### src/rtl/demux8_reg_if.sv
// Producer/consumer bundle for demux8_reg: one input stream, eight output streams.
// master drives the producer/consumer side, slave is the demultiplexer itself.
interface demux8_reg_if #(
  parameter int unsigned DataWidth = 32
);
  logic                   in_valid;
  logic                   in_ready;
  logic [DataWidth-1:0]   din;
  logic [2:0]             sel;
  logic [7:0]             out_valid;
  logic [7:0]             out_ready;
  logic [8*DataWidth-1:0] dout;

  modport master (
    output in_valid, din, sel, out_ready,
    input  in_ready, out_valid, dout
  );

  modport slave (
    input  in_valid, din, sel, out_ready,
    output in_ready, out_valid, dout
  );
endinterface

### src/rtl/demux8_reg.sv
// Registered 1-to-8 demultiplexer with a one-entry holding buffer per destination.
// Define DEMUX8_STALL_CNT_EN to build the saturating input-stall counter on stall_cnt.
module demux8_reg #(
  parameter int unsigned DataWidth = 32
) (
  input  logic              clk,
  input  logic              rst_n,
  input  logic              flush,
  demux8_reg_if.slave       bus,
  output logic [15:0]       stall_cnt
);

  logic [7:0]                valid_q, valid_d;
  logic [7:0][DataWidth-1:0] data_q, data_d;
  logic                      accept;

  // A full buffer may be refilled in the same cycle its consumer drains it.
  assign bus.in_ready  = !flush && (!valid_q[bus.sel] || bus.out_ready[bus.sel]);
  assign accept        = bus.in_valid && bus.in_ready;
  assign bus.out_valid = valid_q;
  assign bus.dout      = data_q;

  always_comb begin
    valid_d = valid_q & ~bus.out_ready;
    data_d  = data_q;
    if (accept) begin
      valid_d[bus.sel] = 1'b1;
      data_d[bus.sel]  = bus.din;
    end
    // Flush drops every word but leaves the data registers untouched.
    if (flush) begin
      valid_d = '0;
    end
  end

  always_ff @(posedge clk or negedge rst_n) begin
    if (!rst_n) begin
      valid_q <= '0;
      data_q  <= '0;
    end else begin
      valid_q <= valid_d;
      data_q  <= data_d;
    end
  end

`ifdef DEMUX8_STALL_CNT_EN
  logic [15:0] cnt_q;

  always_ff @(posedge clk or negedge rst_n) begin
    if (!rst_n) begin
      cnt_q <= '0;
    end else if (bus.in_valid && !bus.in_ready && (cnt_q != 16'hFFFF)) begin
      cnt_q <= cnt_q + 16'd1;
    end
  end

  assign stall_cnt = cnt_q;
`else
  assign stall_cnt = 16'h0000;
`endif

endmodule

### src/flat_wrapper.sv
// flat-port wrapper written by rule: the top's interface ports become plain ports
module demux8_reg_flat 
#(
  parameter int unsigned DataWidth = 32
)
  (clk, rst_n, flush, stall_cnt, bus_in_valid, bus_din, bus_sel, bus_out_ready, bus_in_ready, bus_out_valid, bus_dout);
  demux8_reg_if #(.DataWidth(DataWidth)) bus_i ();
  input  logic clk;
  input  logic rst_n;
  input  logic flush;
  output logic [15:0] stall_cnt;
  input wire logic [$bits(bus_i.in_valid)-1:0] bus_in_valid;
  input wire logic [$bits(bus_i.din)-1:0] bus_din;
  input wire logic [$bits(bus_i.sel)-1:0] bus_sel;
  input wire logic [$bits(bus_i.out_ready)-1:0] bus_out_ready;
  output wire logic [$bits(bus_i.in_ready)-1:0] bus_in_ready;
  output wire logic [$bits(bus_i.out_valid)-1:0] bus_out_valid;
  output wire logic [$bits(bus_i.dout)-1:0] bus_dout;
  assign bus_i.in_valid = bus_in_valid;
  assign bus_i.din = bus_din;
  assign bus_i.sel = bus_sel;
  assign bus_i.out_ready = bus_out_ready;
  assign bus_in_ready = bus_i.in_ready;
  assign bus_out_valid = bus_i.out_valid;
  assign bus_dout = bus_i.dout;
  demux8_reg #(.DataWidth(DataWidth)) u_core (.clk(clk), .rst_n(rst_n), .flush(flush), .bus(bus_i), .stall_cnt(stall_cnt));
endmodule
### config.mk
export PLATFORM = sky130hd
export DESIGN_NAME = demux8_reg_flat
export DESIGN_NICKNAME = d
export VERILOG_FILES = /design/src/rtl/demux8_reg_if.sv /design/src/rtl/demux8_reg.sv /design/src/flat_wrapper.sv
export SDC_FILE = /design/constraint.sdc
export NUM_CORES = 1
export LEC_CHECK = 0
export CAP_MARGIN = 10
export CORE_UTILIZATION = 46
export CTS_BUF_LIST = sky130_fd_sc_hd__clkbuf_16
export DETAILED_ROUTE_END_ITERATION = 6
export PLACE_DENSITY_LB_ADDON = 0.08
export RECOVER_POWER = 25
export SETUP_SLACK_MARGIN = 0.15
export SLEW_MARGIN = 0
export SYNTH_ARGS = -nofsm -noshare
export SYNTH_HDL_FRONTEND = slang
export SYNTH_SLANG_ARGS = --single-unit
export TNS_END_PERCENT = 30
### constraint.sdc
create_clock -name clk -period 2.5 [get_ports clk]
set_input_delay 0.25 -clock clk [delete_from_list [all_inputs] [get_ports clk]]
set_output_delay 0.25 -clock clk [all_outputs]
set_load 0.01 [all_outputs]
* Yosys cells after proc, flatten, opt, wreduce, memory -nomap -nowiden
Cells that the tools add are included.
** Word-level totals
- Bits in registers :: 264
- Input bits :: 47
- Output and inout bits :: 281
** Cells by class
- Order comparisons :: 2
- Multiplexer cells :: 11
- Bitwise operators :: 3
- Reductions and logical operators :: 6
** Operators with widths (count)
- $bwmux W256 :: 1
- $demux W32 S3 :: 1
- $mux W32 :: 1
- $mux W8 :: 2
- $and A8 B8 Y8 :: 1
- $not A8 Y8 :: 1
- $or A8 B8 Y8 :: 1
- $bmux W1 S3 :: 2
- $lt A3 B4 Y1 const B :: 1
- $demux W1 S3 :: 1
- $ge A3 B1 Y1 const B :: 1
- $logic_and A1 B1 Y1 :: 3
- $mux W1 :: 3
- $logic_not A1 Y1 :: 2
- $logic_or A1 B1 Y1 :: 1

* Depth between registers and ports, before layout
- Depth in word-level cells :: 8
- Depth in mapped cells :: 6
- Mapped depth without buffers :: 4

* Worst setup path after synthesis
No wires, ideal clock.
- Path kind :: reg-to-reg
- Start point :: register u_core.valid_q[0], in the netlist u_core.bus.out_valid[0]
- End point :: register u_core.data_q (netlist bit u_core.bus.dout[130])
- Library setup time :: 0.125 ns
- Arrival :: 1.782 ns
- Slack :: 0.593 ns
- Stages on the path, launching flop included :: 6
- Path buffers :: 1
- Cells stage by stage :: dfrtp_1 -> mux2_4 -> a222oi_1 -> o211ai_2 -> buf_6 -> mux2_4
** On the way
- Cells in the longest elaborated chain, start to end :: 6
** Ends and longest elaborated chain
- from (decl) :: line demux8_reg.sv:13 : logic [7:0] valid_q, valid_d;
- from (signal assigned) :: line demux8_reg.sv:41 : valid_q <= valid_d;
- $bmux W1 S3 :: line demux8_reg.sv:18 : assign bus.in_ready = !flush && (!valid_q[bus.sel] || bus.out_ready[bus.sel]);
- $mux W1 (implied by the code) :: line demux8_reg.sv:18
- $logic_not A1 Y1 :: line demux8_reg.sv:18
- $logic_or A1 B1 Y1 :: line demux8_reg.sv:18
- $logic_and A1 B1 Y1 :: line demux8_reg.sv:18
- $logic_and A1 B1 Y1 :: line demux8_reg.sv:19 : assign accept = bus.in_valid && bus.in_ready;
- to (signal assigned) :: line demux8_reg.sv:42 : data_q <= data_d;
- to (decl) :: line demux8_reg.sv:14 : logic [7:0][DataWidth-1:0] data_q, data_d;
No other way between the ends. The select of a mux whose other input is x is not followed.
A chain may end at the register's enable or synchronous reset.

* Worst setup path after layout
- Start point :: register u_core.valid_q[0], in the netlist u_core.bus.out_valid[0]
- End point :: register u_core.data_q (netlist bit u_core.bus.dout[137])
Same word-level chain as after synthesis.

==> impl_metrics.yaml <==
status:
  status: "finished, violations left"
  violations: "capacitance limit, slew limit"
sta:
  finalCriticalPeriod_ns: 2.455
  rsz0062_at_grt: "yes"
  finalSetupViolCount: 0
  worst_pin_slew_ns: 1.802
  max_freq_mhz: 407.3
  finClkSkew_ns: 0.008291
  fin_ws_ns: 0.04478
  slew_viol_final: 78
  relSlewSlack_pct: -20.11
  fin_crit_sh_pct: 98.21
  finalHoldViolCount: 0
setup_path:
  critPathArrivalTime_ns: 2.87
  crit_required_ns: 2.91
  start_kind: "flip-flop"
  worst-setup-path-type: "flip-flop to flip-flop"
  cp-end-kind: "flip-flop"
  critical_path_peak_fanout: 19
detailed_routing:
  wl_per_cell_um: 21.46
  antenna_left: 0
  drt-pass1-iter-count: 4
  wl_um: 27480
  vias: 6582
  drc: 0
  vias_per_cell: 5.142
  drt_iter0_markers: 216
place:
  numPortBuffers: 311
  dp_slack_ns: -0.3025
  hpwl_um: 18980
  gp_congestion: 0.8411
global_route:
  grtUsageTotal_pct: 23.88
  grtUsageMet3_pct: 6.747
  grt_pass1_vias: 6992
  grt_overflow_total: 0
  grt_use_met1_pct: 30.28
  antenna_found_initial: 1
  grt_pass1_wl_um: 41030
  grt.met2_usage_pct: 39.59
  grt_start_max_net_pins: 79
  top_usage_layer: "met2"
die:
  num_rows: 54
  die_y_um: 151.3
  die_area_um2: 22910
  pin_count: 328
  core_um2: 21820
  die_x_um: 151.3
  initial_core_util_pct: 47.01
yosys:
  synth-edff-count: 0
  synth_cells: 618
  ys_seq_area_share_pct: 64.39
  synth_seq_cells: 264
  synth.top_cell.area_share_pct: 64.39
  ys_top_cells_by_count: "264 x dfrtp_1, 230 x mux2_2, 30 x mux2_4"
  synth_most_common_cell: "dfrtp_1"
  synth-async-reset-ratio_pct: 100.0
  ys_types: 28
  yosys_warnings: 0
  synth_area_um2: 10260
  yosys.area.top_type: "dfrtp_1"
  synth_area_leaders: "dfrtp_1 64%, mux2_2 25%, mux2_4 4.4%"
  synthFlopType: "dfrtp_1"
  synth_area_per_cell_um2: 16.60
final_layout:
  synthToLayoutAreaGrowth_pct: 45.80
  drive_gt1_share_pct: 35.84
  fillers: 1517
  fin_nets: 1026
  final_util_pct: 68.55
clocking:
  clk_latency_ns: 0.53
  tritoncts: "built"
  cts.sinks: 264
  h-tree-depth: 1
  root_buffer: "clkbuf_16"
  path_clk_slew_ns: 0.06
  numCtsBuffers: 28
  ctsLongestPathBuffers: 3
job:
  max_cap_viol_count: 1
power:
  p_per_area_nw_per_um2: 909.0
  p_leak_uw: 0.006685
  peakVddDrop_v: 0.0006018
hold_path:
  hp-class: "input port to flip-flop"
[sequential cells by signal, indices dropped and copies added, names as in the netlist]
signal,count
u_core.bus.dout,256
u_core.bus.out_valid,8
[path summary, 6_finish.rpt]
kind / depth (start not counted) / startpoint / endpoint / slack [ns]
max: 11 / u_core.bus.out_valid[0] / u_core.bus.dout[137] / 0.04
max reg2reg: 11 / u_core.bus.out_valid[0] / u_core.bus.dout[137] / 0.04
min: 3 / bus_out_ready[2] / u_core.bus.out_valid[2] / 0.44
max in group asynchronous: 3 / rst_n / u_core.bus.dout[15] / 0.42
min in group asynchronous: 2 / rst_n / u_core.bus.dout[9] / 0.75
min reg2reg: 1 / u_core.bus.dout[35] / u_core.bus.dout[35] / 0.50
[timing repair]
item | in CTS | in global routing
cloned | 0 | 0
endpoints found under the setup margin | 1 | 34
setup buffers | 5 | 4
gates resized for setup | 6 | 7
hold endpoints to repair | 74 | 0
pin swaps | 1 | 2
hold buffers | 1 | 0
[per-layer routing]
layer	share of wire, %	vias up
met4	2.2	0
li1	-	2893
met1	40	3387
met2	49	258
met3	8.5	44
met5	0	-
[critical path, cell delays in order (launching register included)]
cell and delay, ns:
dfrtp_1 0.40, mux2_4 0.28, a222oi_1 0.42, buf_4 0.19, buf_6 0.08, buf_6 0.08
buf_6 0.08, buf_6 0.08, buf_6 0.09, o211ai_4 0.12, buf_12 0.20, mux2_4 0.31
[stage by stage]
step	total power, uW	instance area (um2)	setup TNS, ns	hold slack, ns	instances
2_1_floorplan	7223	10320	0	-0.04559	633
6_report	13600	14960	0	0.4380	1280
3_3_place_gp	9652	14020	-0.2617	0.2705	1219
5_1_grt	14210	14960	-0.5425	0.4357	1280
3_5_place_dp	9784	14020	-1.822	0.2839	1219
4_1_cts	13740	14930	0	0.3155	1275
[cells by family after synthesis]
kind of cell	synth area share (%)
flops	64.39
mux	29.93
buf+inv	2.805
simple gates	1.354
compound gates	1.488
other cells	0.03655
[power by group]
group / internal [uW] / switching, uW
clock: 2280 / 1630
sequential: 5240 / 535
combinational: 2470 / 1440
[cell type report]
class / count / area, um2 / share of cell area [%]
inverters: 3 / 11.26 / 0.07528
flip-flops and latches: 264 / 6606 / 44.16
repair buffers: 360 / 3620 / 24.20
clock inverters: 21 / 142.6 / 0.9535
well taps: 280 / 350.3 / 2.342
multi-input cells: 322 / 3501 / 23.40
diodes: 1 / 2.502 / 0.01673
clock buffers: 29 / 725.7 / 4.851
[placed cells by master, fill, tap and decap left out, drive strengths merged, types with 4 or more instances in the layout]
master	instances
clkbuf	29
nand2b	8
mux2	260
dfrtp	264
inv	9
clkdlybuf4s50	309
buf	50
conb	16
a21oi	9
clkinv	12
nand3	4
No activity file was read; power rests on OpenSTA's default activity.
